## src/rtl/alu_uart_ctrl.sv

```systemverilog
// Byte-stream front end: collects operand A, operand B and opcode from the UART receiver,
// drives the ALU, and returns the result to the UART transmitter. Optional opcode filter: ALU_CTRL_OPCODE_CHECK_EN.
module alu_uart_ctrl #(
  parameter int NB_OPERANDO    = 8,
  parameter int NB_OPCODE      = 6,
  parameter int NB_TIMEOUT     = 24,
  parameter int TIMEOUT_CYCLES = 1000000
) (
  input  logic                   clk,
  input  logic                   reset,
  input  logic [NB_OPERANDO-1:0] rx_data,
  input  logic                   rx_done,
  output logic [NB_OPERANDO-1:0] alu_a,
  output logic [NB_OPERANDO-1:0] alu_b,
  output logic [NB_OPCODE-1:0]   alu_op,
  input  logic [NB_OPERANDO-1:0] alu_result,
  output logic [NB_OPERANDO-1:0] tx_data,
  output logic                   tx_start,
  input  logic                   tx_done,
  output logic                   busy,
  output logic                   overrun,
  output logic                   timeout,
  output logic                   op_error
);

  typedef enum logic [2:0] {
    WAIT_A,
    WAIT_B,
    WAIT_OP,
    EXEC,
    SEND,
    WAIT_TX
  } state_t;

  localparam bit                    TO_EN    = (TIMEOUT_CYCLES != 0);
  localparam logic [NB_TIMEOUT-1:0] CNT_LAST = NB_TIMEOUT'(TIMEOUT_CYCLES - 1);

  state_t                  state, state_nxt;
  logic [NB_TIMEOUT-1:0]   cnt, cnt_nxt;
  logic                    in_frame;
  logic                    expired;
  logic                    timeout_hit;
  logic                    op_valid;
  logic                    op_reject;
  logic                    drop;

`ifdef ALU_CTRL_OPCODE_CHECK_EN
  localparam logic [7:0] LEGAL_OPS [8] = '{8'h20, 8'h22, 8'h24, 8'h25, 8'h26, 8'h27, 8'h03, 8'h02};

  // Whole byte is compared, so any set upper bit rejects the opcode.
  function automatic logic opcode_ok(input logic [NB_OPERANDO-1:0] b);
    logic ok;
    ok = 1'b0;
    for (int i = 0; i < 8; i++) begin
      if (b == NB_OPERANDO'(LEGAL_OPS[i])) ok = 1'b1;
    end
    return ok;
  endfunction

  assign op_valid = opcode_ok(rx_data);
`else
  assign op_valid = 1'b1;
`endif

  assign in_frame = (state == WAIT_B) || (state == WAIT_OP);
  assign expired  = TO_EN && (cnt == CNT_LAST);
  assign drop     = rx_done && ((state == EXEC) || (state == SEND) || (state == WAIT_TX));

  always_comb begin
    state_nxt   = state;
    op_reject   = 1'b0;
    timeout_hit = 1'b0;
    case (state)
      WAIT_A:  if (rx_done) state_nxt = WAIT_B;
      WAIT_B: begin
        if (rx_done) begin
          state_nxt = WAIT_OP;
        end else if (expired) begin
          state_nxt   = WAIT_A;
          timeout_hit = 1'b1;
        end
      end
      WAIT_OP: begin
        if (rx_done) begin
          if (op_valid) state_nxt = EXEC;
          else          op_reject = 1'b1;
        end else if (expired) begin
          state_nxt   = WAIT_A;
          timeout_hit = 1'b1;
        end
      end
      EXEC:    state_nxt = SEND;
      SEND:    state_nxt = WAIT_TX;
      WAIT_TX: if (tx_done) state_nxt = WAIT_A;
      default: state_nxt = WAIT_A;
    endcase
  end

  // Idle counter only runs while a partial frame waits for its next byte; it saturates.
  always_comb begin
    cnt_nxt = '0;
    if (in_frame && !rx_done && !timeout_hit) begin
      cnt_nxt = (cnt == '1) ? cnt : cnt + 1'b1;
    end
  end

  always_ff @(posedge clk) begin
    if (reset) begin
      state    <= WAIT_A;
      cnt      <= '0;
      alu_a    <= '0;
      alu_b    <= '0;
      alu_op   <= '0;
      tx_data  <= '0;
      tx_start <= 1'b0;
      busy     <= 1'b0;
      overrun  <= 1'b0;
      timeout  <= 1'b0;
      op_error <= 1'b0;
    end else begin
      state    <= state_nxt;
      cnt      <= cnt_nxt;
      tx_start <= (state_nxt == SEND);
      busy     <= (state_nxt != WAIT_A);
      overrun  <= drop;
      timeout  <= timeout_hit;
      op_error <= op_reject;
      if (state == WAIT_A && rx_done)              alu_a   <= rx_data;
      if (state == WAIT_B && rx_done)              alu_b   <= rx_data;
      if (state == WAIT_OP && rx_done && op_valid) alu_op  <= rx_data[NB_OPCODE-1:0];
      if (state == EXEC)                           tx_data <= alu_result;
    end
  end

endmodule

```

## config.mk

```make
export PLATFORM = sky130hd
export DESIGN_NAME = alu_uart_ctrl
export DESIGN_NICKNAME = d
export VERILOG_FILES = /design/src/rtl/alu_uart_ctrl.sv
export SDC_FILE = /design/constraint.sdc
export NUM_CORES = 1
export LEC_CHECK = 0
export ABC_CLOCK_PERIOD_IN_PS = 5600
export BUFFER_PORTS_ARGS = -buffer_cell sky130_fd_sc_hd__buf_2
export CAP_MARGIN = 20
export CORE_MARGIN = 2
export CORE_UTILIZATION = 49
export CTS_BUF_LIST = sky130_fd_sc_hd__clkbuf_4 sky130_fd_sc_hd__clkbuf_8 sky130_fd_sc_hd__clkbuf_16
export DETAILED_ROUTE_END_ITERATION = 12
export PLACE_DENSITY = 0.82
export SYNTH_ARGS = -nofsm -noshare
export SYNTH_HDL_FRONTEND = slang
export SYNTH_SLANG_ARGS = --single-unit
```

## constraint.sdc

```tcl
create_clock -name clk -period 5.6 [get_ports clk]
set_clock_uncertainty 0.05 [all_clocks]
set_input_delay 1.12 -clock clk [delete_from_list [all_inputs] [get_ports clk]]
set_output_delay 1.12 -clock clk [all_outputs]
set_load 0.005 [all_outputs]
```

==> results, run 1 <==
- The adder and majority gate portion of the synthesized area is less than 1%.
- The number of cell instances on the worst register-to-register path is 5.
- The count of buffers added on input and output ports is 53.
- The simple logic cell fraction of the synthesized area is between 20% and 30%.
- VDD sags by at most roughly 0.00021 V.
- The sequential area share after synthesis is ~45%.
- The TritonCTS clock tree is built.
- By area, the combinational part of the netlist is dominated by simple AND/OR/NAND/NOR gates.
- The hold-fix buffer count after cts is 0.
- Entering global routing, the biggest net connects 40 pins.
- The reg-to-reg startpoint is cnt[8]$_SDFFE_PP0P_.
- The sum of overflow across all layers after global routing is 0.
- Data on the critical path arrives at its endpoint at ~2.7 ns.
- The area of the mapped netlist is 0.00271 mm2.
- The largest total area in the synthesized netlist belongs to sky130_fd_sc_hd__dfxtp_1.
- The final net count is roughly 380.
- The post-CTS setup buffer count is 0.
- In the final routed layout, each cell accounts on average for between 10 and 15 um.
- The H-tree level count is 3.
- The setup TNS is 0 ns.
- Counting the buffers created by CTS gives 9.
- The number of gates resized after CTS is 0.
- In the synthesized netlist the dominant register cell turns out to be sky130_fd_sc_hd__dfxtp_1.
- The cell with the most instances after synthesis is sky130_fd_sc_hd__dfxtp_1.
- In the global route stage, overall resource usage came out at about 20%.
- Of all nets on the critical path, the largest fanout is 39.
- The maximum clock insertion buffer count is 2.
- The average instance in the mapped netlist occupies approximately 8.8 um2.
- The fraction of registers with async set/reset is 0%.
- The setup check on the worst reg-to-reg path leaves a slack of around 3.3 ns.
- In this design, the stage delay of the slowest critical-path cell is around 0.5 ns.
- Counting every sink on the clock net gives around 60.
- The top-area cell type share of the netlist area is a little under half.
- The worst-case setup slack after placement is 2.74 ns.
- The initial core utilization is around half.
- The start point of the worst hold path is alu_a[1]$_SDFFE_PP0P_.
- After synthesis, the cell types taking the most area are sky130_fd_sc_hd__dfxtp_1 45%, sky130_fd_sc_hd__nand2_1 6.2%, sky130_fd_sc_hd__nor2_1 6.0%.
- The count of antenna-violating nets left after detailed routing is 0.
- The repair_antennas step left the layout with diodes totalling 0.
- In the synthesized netlist, mux cells make up under 10% of the area.
- The total DRC errors in the routed layout is 0.
- The slew at the pin with the worst max-slew slack is approximately 0.95 ns.
- Clock-pin slew was measured on the worst setup and hold paths at about 0.07 ns.
- The cell count after synthesis is 308.
- Dividing total power by cell area gives a power density of ~280 mW/mm2.
- The worst setup path is of the in -> reg kind.
- The via count of the first global-routing pass is between 2k and 2.5k.
- The detailed router finished its first iteration with ~140 violations.
- The type of element launching the critical path is an input port.
- The area growth from synthesis to final layout is 16.8%.
- STA classifies the critical path endpoint as a flop.
- The final period utilization is 44.2%.
- The global placer's final weighted congestion is just under 0.9.
- The total number of yosys warnings is 0.
- The layout filler cell count is around 480.
- The worst setup margin is around 3.1 ns.
- For hold timing, the worst endpoint is alu_a[1]$_SDFFE_PP0P_.
- Summing the areas of all xor and xnor instances in the mapped netlist gives 4.20% of the synthesized area.
- The worst pin sits at a relative slew slack of 35.9%.
- The run finished with clean final reports.
- The number of enable-type register cells in the synthesized netlist is 0.
- The total area inside the core boundary comes to between 0.005 and 0.006 mm2.
- The area occupied by multi-input gates is 0.00137 mm2.
- The via density per instance is approximately 5.5.
- The number of distinct standard cells referenced by the synthesized netlist is 50.
- The area of the die is just over 0.006 mm2.
- The share of post-route cells with drive strength above 1 is a little over a fifth.
- The required time at the worst-slack endpoint is about 5.8 ns.
- For this run, the share of the core covered by cells in the final layout is 58.2%.
- The count of boundary I/O pins is 55.
- The signal on the critical path passes through buf_2 > nor4_1 > nand2_1 > nor3b_1.
- In the final layout, flip-flops and latches occupy between 0.001 and 0.0015 mm2.
- The tree is rooted in a sky130_fd_sc_hd__clkbuf_8.
- The number of nets in the synthesized netlist is 329.
- The clock reaches the later pin of the worst-skew pair after 0.34 ns.
- Derived from the worst setup path, the maximum achievable clock frequency is between 0.4 and 0.5 GHz.
- The reg-to-reg critical path endpoint is cnt[8]$_SDFFE_PP0P_.
- Setup repair after global routing left no endpoint under its margin.
- Along the worst hold path, the cell count comes to 2.
- Detailed placement finished with a half-perimeter wire length of roughly 4000 um.
- For the finished layout, the period the worst path requires is around 2.5 ns.
- Sorting the synthesized cells by how often they occur yields 61 x sky130_fd_sc_hd__dfxtp_1, 45 x sky130_fd_sc_hd__nand2_1, 43 x sky130_fd_sc_hd__nor2_1.
- The total chip power is around 0.00090 W.
- The initial antenna violation count was 0.
- The final routed wirelength across all metal layers is 5600 um.
- The x dimension of the die is a little under 80 um.
- The fraction of the mapped netlist area in compound gates is a little under an eighth.
- The slowest cell on the critical path is sky130_fd_sc_hd__nand2_1.
- In this run, synthesis produced a sequential element count of just over 60.
- The first detailed-routing pass ran for 4 iterations.
- The final-layout worst hold slack is approximately 0.40 ns.
- The floorplan step set the die height to 78.4 um.
- The global-route wire length before repair is 9830 um.
- The total count of hold-check failures in the final report is 0.
- Setup violations remaining at the end of the flow were counted as 0.
- The kind of path behind the tightest hold check is reg -> reg.
- In this run the static leakage power is roughly 1.3 nW.
- The total count of max-transition violations in the final report came to 0.
- The tool flagged a number of max-cap violations equal to 0.
- Across all layers, the routed design uses 2370 vias.
- The number of rows in the core area is 27.
-- routing by layer --
| layer | vias up | wire [um] | track usage [%] |
|---|---|---|---|
| met3 | 6 | 418 | 8.28 |
| li1 | 1194 | - | - |
| met4 | 0 | 49 | 7.37 |
| met2 | 63 | 2670 | 31.6 |
| met5 | - | 0 | 0 |
| met1 | 1107 | 2460 | 24.3 |
-- final cells by class --
cell class,instances,share of cell area [%]
multi-input cells,227,43.4
flip-flops and latches,61,38.6
repair buffers,53,8.38
clock buffers,10,4.35
well taps,72,2.85
clock inverters,6,1.98
inverters,4,0.474
-- state kept, by name, summed over array words and instances (netlist names) --
| name | cells |
|---|---|
| overrun | 1 |
| busy | 1 |
| cnt | 24 |
| alu_op | 6 |
| timeout | 1 |
| state | 3 |
| alu_a | 8 |
| tx_data | 8 |
| tx_start | 1 |
| alu_b | 8 |
-- placed cells by master, fill, tap and decap left out, types with 2 or more instances in the layout --
cell type / instances
sky130_fd_sc_hd__dfxtp_1: 61
sky130_fd_sc_hd__buf_2: 53
sky130_fd_sc_hd__nand2_1: 45
sky130_fd_sc_hd__nor2_1: 43
sky130_fd_sc_hd__a21oi_1: 23
sky130_fd_sc_hd__mux2i_1: 16
sky130_fd_sc_hd__xor2_1: 11
sky130_fd_sc_hd__clkbuf_8: 10
sky130_fd_sc_hd__nor4_1: 8
sky130_fd_sc_hd__nand3_1: 7
sky130_fd_sc_hd__and4_1: 6
sky130_fd_sc_hd__nand4_1: 6
sky130_fd_sc_hd__nor3_1: 6
sky130_fd_sc_hd__and3_1: 4
sky130_fd_sc_hd__inv_1: 4
sky130_fd_sc_hd__o21ai_0: 4
sky130_fd_sc_hd__or3_1: 4
sky130_fd_sc_hd__a211oi_1: 4
sky130_fd_sc_hd__o211ai_1: 3
sky130_fd_sc_hd__o2111ai_1: 3
sky130_fd_sc_hd__clkinvlp_4: 3
sky130_fd_sc_hd__xnor2_1: 2
sky130_fd_sc_hd__or4b_1: 2
sky130_fd_sc_hd__and2_1: 2
sky130_fd_sc_hd__nand4_2: 2
sky130_fd_sc_hd__nor3b_1: 2
sky130_fd_sc_hd__or4_1: 2
sky130_fd_sc_hd__o41ai_1: 2
sky130_fd_sc_hd__a21o_1: 2
sky130_fd_sc_hd__clkinv_2: 2
-- worst max-delay path, delay by kind of cell --
kind          cells  cell delay [ns]
buf+inv           1             0.31
simple gates      3             1.23
-- cells by family after synthesis --
family | count (synthesis)
flip-flops | 61
multiplexers | 16
adder cells (fa/ha/maj) | 1
AO/OA/AOI/OAI | 48
XOR/XNOR | 13
other | 1
buffers and inverters | 20
AND/OR/NAND/NOR | 148
-- worst max path at each step --
stage	from	endpoint	slack [ns]	cells past startpoint
final	reset	cnt[10]$_SDFFE_PP0P_	3.12	4
after global routing	reset	cnt[20]$_SDFFE_PP0P_	2.87	4
after CTS	reset	cnt[10]$_SDFFE_PP0P_	3.10	4
after detailed placement	reset	cnt[10]$_SDFFE_PP0P_	2.74	4
after global placement	reset	cnt[20]$_SDFFE_PP0P_	2.79	4
after floorplan	rx_done	cnt[3]$_SDFFE_PP0P_	3.37	3
-- power by group --
part / internal, W / leakage, nW / switching (W)
clock network: 0.000216 / 0.0943 / 0.000177
registers: 0.000444 / 0.494 / 0.00000749
logic: 0.0000228 / 0.670 / 0.0000326
total: 0.000683 / 1.26 / 0.000217
-- through the flow --
step / instances / area, um2
final: 433 / 3170
after global routing: 433 / 3170
after CTS: 433 / 3170
after detailed placement: 417 / 2970
after global placement: 417 / 2970
after floorplan: 308 / 2710
Note: power is estimated with default switching activity, not from simulation.
==> inputs of run 2 (changes only) <==
--- a/config.mk
+++ b/config.mk
@@ -5,14 +5,14 @@
 export SDC_FILE = /design/constraint.sdc
 export NUM_CORES = 1
 export LEC_CHECK = 0
-export ABC_CLOCK_PERIOD_IN_PS = 5600
+export ABC_CLOCK_PERIOD_IN_PS = 2020
 export BUFFER_PORTS_ARGS = -buffer_cell sky130_fd_sc_hd__buf_2
 export CAP_MARGIN = 20
 export CORE_MARGIN = 2
 export CORE_UTILIZATION = 49
 export CTS_BUF_LIST = sky130_fd_sc_hd__clkbuf_4 sky130_fd_sc_hd__clkbuf_8 sky130_fd_sc_hd__clkbuf_16
 export DETAILED_ROUTE_END_ITERATION = 12
-export PLACE_DENSITY = 0.82
+export PLACE_DENSITY = 0.85
 export SYNTH_ARGS = -nofsm -noshare
 export SYNTH_HDL_FRONTEND = slang
 export SYNTH_SLANG_ARGS = --single-unit
==> constraint.sdc (replaced) <==
create_clock -name clk -period 2.02 [get_ports clk]
set_clock_uncertainty 0.05 [all_clocks]
set_input_delay 0.404 -clock clk [delete_from_list [all_inputs] [get_ports clk]]
set_output_delay 0.404 -clock clk [all_outputs]
set_load 0.005 [all_outputs]
==> results, run 2 (synthesis results as in run 1) <==
- The total chip power is between 0.002 and 0.003 W.
- The TritonCTS clock tree is built.
- For this configuration, the core starts out at a cell density of between 40% and 50%.
- The critical setup path kind is reg -> reg.
- Once detailed placement completed, the half-perimeter wirelength came to between 4000 and 5000 um.
- The type of element launching the critical path is a flop.
- The worst hold path belongs to the class in -> reg.
- The switching power total is between 0.0006 and 0.0007 W.
- In this run switching power makes up 23.9% of total power.
- The endpoint arrival time on the critical path is 2.06 ns.
- The via count of the first global-routing pass is about 2.3k.
- The highest ir drop seen on vdd is approximately 0.00052 V.
- The first routing iteration left between 100 and 150 violations.
- The number of cell instances on the worst register-to-register path is 7.
- The slowest cell on the critical path is sky130_fd_sc_hd__dfxtp_2.
- The area of the core region is between 0.005 and 0.006 mm2.
- The library cell used most frequently in the layout, excluding fill and tap cells, is sky130_fd_sc_hd__dfxtp_1.
- The headroom to the max-slew limit is between 50% and 60%.
- Setup violations remaining at the end of the flow were counted as 0.
- Clock tree synthesis found a total of 61 sinks.
- Setup slack on the critical path of the routed design comes to 0.132 ns.
- In this run the number of cells on the critical path is 7.
- The buffer type at the clock tree root is sky130_fd_sc_hd__clkbuf_8.
- Broken down by cell family, the worst path's largest delay share belongs to simple AND/OR/NAND/NOR gates.
- The top fanout value on the critical path is 6.
- The x dimension of the die is just under 80 um.
- After detailed routing, the average wire length per cell comes to 14.1 um.
- The count of buffers added on input and output ports is between 50 and 60.
- At the pin with the least slew margin, the transition time is between 0.6 and 0.7 ns.
- The maximum single-stage delay on the critical path is approximately 0.37 ns.
- Together, buffers and inverters on the worst path number 1.
- In the finished design, the share of the clock period the worst path needs comes to around 93%.
- Entering global routing, the biggest net connects 38 pins.
- The worst hold path cell count is 3.
- Max-cap violations in this run came to 0.
- The area growth from synthesis to final layout is 23.8%.
- The total count of hold-check failures in the final report is 0.
- In this run the power density over the cells is slightly below 800 mW/mm2.
- The count of nets left with antenna violations once routing finished came out at 0.
- Setup repair after global routing could not meet its margin everywhere.
- The flip-flop count of the largest register, all copies and words added is 24.
- The combinational group share of total power is 6.4%.
- The endpoint kind of the worst setup timing path is a flop.
- After clock tree synthesis, the clock-pin slew on the worst setup and hold paths is roughly 0.070 ns.
- STA puts the critical path data required time at 2.19 ns.
- The total count of max-transition violations in the final report came to 0.
- The area of the die is around 0.006 mm2.
- The share of post-route cells with drive strength above 1 is between 20% and 30%.
- Prior to clock tree synthesis, the placed netlist has a worst setup slack of ~0.047 ns.
- The first global-routing pass estimated approximately 11000 um of wire.
- In this run the core area contains 27 standard-cell rows.
- The hold-fix buffer count after cts is 0.
- The global placer's final weighted congestion is about 0.91.
- The detailed-route via count is approximately 2.5k.
- Cell internal power was estimated by the tool at roughly 0.0020 W.
- The run finished with clean final reports.
- The signal on the critical path passes through ha_2 > and3_2 > nand3_2 > buf_4 > o31ai_1 > or3_1 > a21oi_1.
- After detailed routing, the number of remaining DRC violations is 0.
- The detailed-router iteration count before antenna repair is 4.
- 0 antenna diodes ended up in the layout.
- Pin placement for this block handled 55 I/O pins.
- The share of total power dissipated in the clock network is 46.0%.
- Subtracting the final worst setup slack from the clock period gives approximately 1.9 ns.
- The H-tree level count is 3.
- The initial antenna violation count is 0.
- The proportion of power drawn by flip-flops and latches is approximately 48%.
- The final net count is approximately 400.
- The TritonCTS buffer count is 9.
- More flip-flops sit in one register than any other, and that register is cnt.
- For the worst-skew pair, the clock arrives at the later sink with an insertion delay of 0.34 ns.
- The sum of overflow across all layers after global routing is 0.
- The maximum clock insertion buffer count is 2.
- Static timing analysis puts the maximum clock frequency at ~0.53 GHz.
- Leaving out fill and tap cells, the most frequent cells in the layout are 60 x sky130_fd_sc_hd__dfxtp_1, 53 x sky130_fd_sc_hd__buf_2, 45 x sky130_fd_sc_hd__nand2_1.
- Dividing the detail-routed via count by the number of cells gives roughly 5.5.
- The total global-route track usage is between 20% and 30%.
- From bottom edge to top edge, the die measures just under 80 um.
- The static leakage is 1.38 nW.
- The final routed wirelength across all metal layers is roughly 6400 um.
==> run 2: layer usage <==
layer	global-route usage [%]	wire [um]	vias up	share of wire, %
li1	-	-	1241	-
met1	26.2	2800	1175	44
met2	37.1	3040	86	47
met3	6.21	438	15	6.8
met4	11.4	123	0	1.9
met5	0	0	-	0
==> run 2: path summary, 6_finish.rpt <==
path	end	from	slack (ns)
worst max-delay path	cnt[9]$_SDFFE_PP0P_	cnt[1]$_SDFFE_PP0P_	0.13
worst min-delay path	tx_data[5]$_SDFFE_PP0P_	alu_result[5]	0.25
worst max register to register	cnt[9]$_SDFFE_PP0P_	cnt[1]$_SDFFE_PP0P_	0.13
worst min register to register	alu_b[7]$_SDFFE_PP0P_	alu_b[7]$_SDFFE_PP0P_	0.40
==> run 2: what timing repair did <==
action                                  4_1_cts  5_1_grt
gates resized for setup                       0        4
endpoints found under the setup margin        0       24
setup buffers                                 0        0
==> run 2: power groups by stage <==
| stage | sequential [W] | combinational [W] | clock, W |
|---|---|---|---|
| 3_5_place_dp | 0.00128 | 0.000168 | 0 |
| 2_1_floorplan | 0.00128 | 0.000106 | 0 |
| 5_1_grt | 0.00126 | 0.000190 | 0.00130 |
| 3_3_place_gp | 0.00128 | 0.000162 | 0 |
| 4_1_cts | 0.00125 | 0.000168 | 0.00124 |
| 6_report | 0.00125 | 0.000169 | 0.00121 |
==> run 2: final cells by class <==
type	instances	area, um2
tap	72	90.1
fill	449	2080
sequential	61	1220
multi-input combinational	227	1380
clock inverter	7	98.8
timing repair buffer	74	423
clock buffer	9	124
inverter	4	15.0
==> run 2: worst reg2reg max path: stages (launching register included) <==
cell	delay [ns]
sky130_fd_sc_hd__dfxtp_2	0.37
sky130_fd_sc_hd__ha_2	0.21
sky130_fd_sc_hd__and3_2	0.26
sky130_fd_sc_hd__nand3_2	0.14
sky130_fd_sc_hd__buf_4	0.18
sky130_fd_sc_hd__o31ai_1	0.36
sky130_fd_sc_hd__or3_1	0.16
sky130_fd_sc_hd__a21oi_1	0.06
==> run 2: per-stage QoR <==
stage	area (um2)	cells	util (%)	setup TNS [ns]	hold slack (ns)
3_5_place_dp	3120	438	57.4	0	0.395
5_1_grt	3360	454	61.7	-0.00696	0.259
2_1_floorplan	2710	308	-	0	0.402
3_3_place_gp	3120	438	57.4	0	0.389
4_1_cts	3350	454	61.5	0	0.240
6_report	3360	454	61.7	0	0.251
==> inputs of run 3 (changes only) <==
--- a/config.mk
+++ b/config.mk
@@ -12,7 +12,7 @@
 export CORE_UTILIZATION = 49
 export CTS_BUF_LIST = sky130_fd_sc_hd__clkbuf_4 sky130_fd_sc_hd__clkbuf_8 sky130_fd_sc_hd__clkbuf_16
 export DETAILED_ROUTE_END_ITERATION = 12
-export PLACE_DENSITY = 0.85
+export PLACE_DENSITY = 0.75
 export SYNTH_ARGS = -nofsm -noshare
 export SYNTH_HDL_FRONTEND = slang
 export SYNTH_SLANG_ARGS = --single-unit
==> results, run 3 (synthesis results as in run 1) <==
- The type of element launching the critical path is a flop.
- In this run the vertical extent of the chip is 78.4 um.
- Once routing completed, OpenROAD measured the worst setup slack at 0.114 ns.
- The total chip power is 0.00267 W.
- The clock passes through at most 2 buffers.
- Input and output buffers added on the ports amount to 53.
- The final routed wirelength across all metal layers is about 6000 um.
- STA puts the critical path data required time at 2.20 ns.
- Setup violations remaining at the end of the flow were counted as 0.
- The post-route netlist has 27.5% of its cells at a drive strength greater than 1.
- The H-tree level count is 3.
- The analysis attributes to cell leakage a power of between 1 and 1.5 nW.
- For this run, the detailed router's first-pass iteration total came to 5.
- The final design utilization is 62.2%.
- The TritonCTS clock tree is built.
- The final layout contains 398 nets.
- In this run the core area contains 27 standard-cell rows.
- Clock tree synthesis found a total of 61 sinks.
- The via count of the first global-routing pass is 2337.
- The CTS clock-pin slew for the worst setup and hold paths is ~0.070 ns.
- STA classifies the critical path endpoint as a flop.
- The endpoint arrival time on the critical path is approximately 2.1 ns.
- Entering global routing, the biggest net connects 38 pins.
- Derived from the worst setup path, the maximum achievable clock frequency is between 0.5 and 0.6 GHz.
- The sum of overflow across all layers after global routing is 0.
- The register with the most flip-flops in the layout has 24 of them.
- After detailed routing, the number of vias per cell comes to approximately 5.5.
- The first global-routing pass estimated a little over 10000 um of wire.
- The flow ran to the end, and the final reports show no timing, DRC or antenna violations.
- The initial antenna violation count came to 0.
- After detailed routing, the number of remaining DRC violations is 0.
- Along the worst path, the maximum fanout reaches 6.
- The wire-length estimate of the detail-placed layout is 4310 um.
- The power density over the cells is 788 mW/mm2.
- In the layout the commonest cells are 60 x sky130_fd_sc_hd__dfxtp_1, 53 x sky130_fd_sc_hd__buf_2, 45 x sky130_fd_sc_hd__nand2_1.
- The final period utilization is a little over nine tenths.
- In the final timing run, aggregate negative setup slack is 0 ns.
- Across the run, the number of max-cap violations was 0.
- The number of DRC violations after detailed-routing iteration 0 is approximately 110.
- Dividing the detail-routed wire length by the instance count gives 13.5 um.
- The highest ir drop seen on vdd is around 0.00052 V.
- The area of the die is 0.00614 mm2.
- The most common cell after layout, fill and taps aside is sky130_fd_sc_hd__dfxtp_1.
- The number of diodes added for antenna fixing is 0.
- Pin placement for this block handled between 50 and 60 I/O pins.
- The total count of max-transition violations in the final report is 0.
- At the placement stage, the worst setup path has a slack of between 0.1 and 0.15 ns.
- At the end of routability-driven placement, the weighted congestion stood at 0.903.
- The buffer type at the clock tree root is sky130_fd_sc_hd__clkbuf_8.
- The critical path in this run is classified as reg -> reg.
- The number of clock buffers added by TritonCTS is 9.
- The area of the core region is ~0.0054 mm2.
- The source-to-sink clock delay at the later pin of the worst-skew pair is about 0.34 ns.
- From synthesis to final layout, the design area changed by 24.8%.
- Across all layers, the routed design uses 2494 vias.
- The hold-fix buffer count after cts is 0.
- Ranked by flip-flop count, first place goes to cnt.
- The initial core utilization is 49.9%.
- The x dimension of the die is 78.4 um.
- The count of antenna-violating nets left after detailed routing is 0.
- For this run, the total global-route usage over all layers was measured as about a fifth.
- The post-route minimum period is between 1.5 and 2 ns.
- The worst hold path belongs to the class in -> reg.
- The total count of hold-check failures in the final report is 0.
-- run 3: stage by stage --
| stage | std cells | hold slack, ns | area [um2] |
|---|---|---|---|
| 2_1_floorplan | 308 | 0.402 | 2710 |
| 3_3_place_gp | 437 | 0.389 | 3120 |
| 3_5_place_dp | 437 | 0.394 | 3120 |
| 4_1_cts | 453 | 0.223 | 3350 |
| 5_1_grt | 454 | 0.240 | 3380 |
| 6_report | 454 | 0.234 | 3380 |
-- run 3: worst max-delay path, stage by stage (launching register included) --
cell and delay [ns]:
sky130_fd_sc_hd__dfxtp_1 0.35, sky130_fd_sc_hd__or4_4 0.54, sky130_fd_sc_hd__nor4_4 0.24, sky130_fd_sc_hd__nand4_2 0.16, sky130_fd_sc_hd__a2111oi_2 0.38, sky130_fd_sc_hd__nor2_1 0.08
-- run 3: final timing paths --
kind                         start                 endpoint  slack, ns  cells after the start
max reg2reg   cnt[20]$_SDFFE_PP0P_          busy$_SDFF_PP0_       0.11                      5
max           cnt[20]$_SDFFE_PP0P_          busy$_SDFF_PP0_       0.11                      5
min reg2reg  alu_b[2]$_SDFFE_PP0P_    alu_b[2]$_SDFFE_PP0P_       0.40                      2
min                  alu_result[1]  tx_data[1]$_SDFFE_PP0P_       0.23                      3
-- run 3: what timing repair did --
item / 4_1_cts / 5_1_grt
endpoints found under the setup margin: 0 / 25
resized for setup: 0 / 7
setup buffers: 0 / 1
-- run 3: final cells by class --
| cell class | instances | area [um2] |
|---|---|---|
| inverters | 4 | 15.0 |
| multi-input cells | 227 | 1400 |
| clock buffers | 10 | 138 |
| fillers | 464 | 2060 |
| flip-flops and latches | 61 | 1220 |
| clock inverters | 6 | 93.8 |
| well taps | 72 | 90.1 |
| repair buffers | 74 | 423 |
-- run 3: where the power goes --
part | internal [W] | switching, W | total, W
Clock | 0.000738 | 0.000511 | 0.00125
Combinational | 0.0000721 | 0.0000934 | 0.000165
Sequential | 0.00123 | 0.0000210 | 0.00125
Total | 0.00204 | 0.000625 | 0.00267
-- run 3: per-layer routing --
layer	track usage, %	share of wire [%]	vias up
met5	0	0	-
met4	11.2	1.5	0
met3	6.32	6.3	9
met2	34.2	48	72
met1	24.9	44	1170
li1	-	-	1243
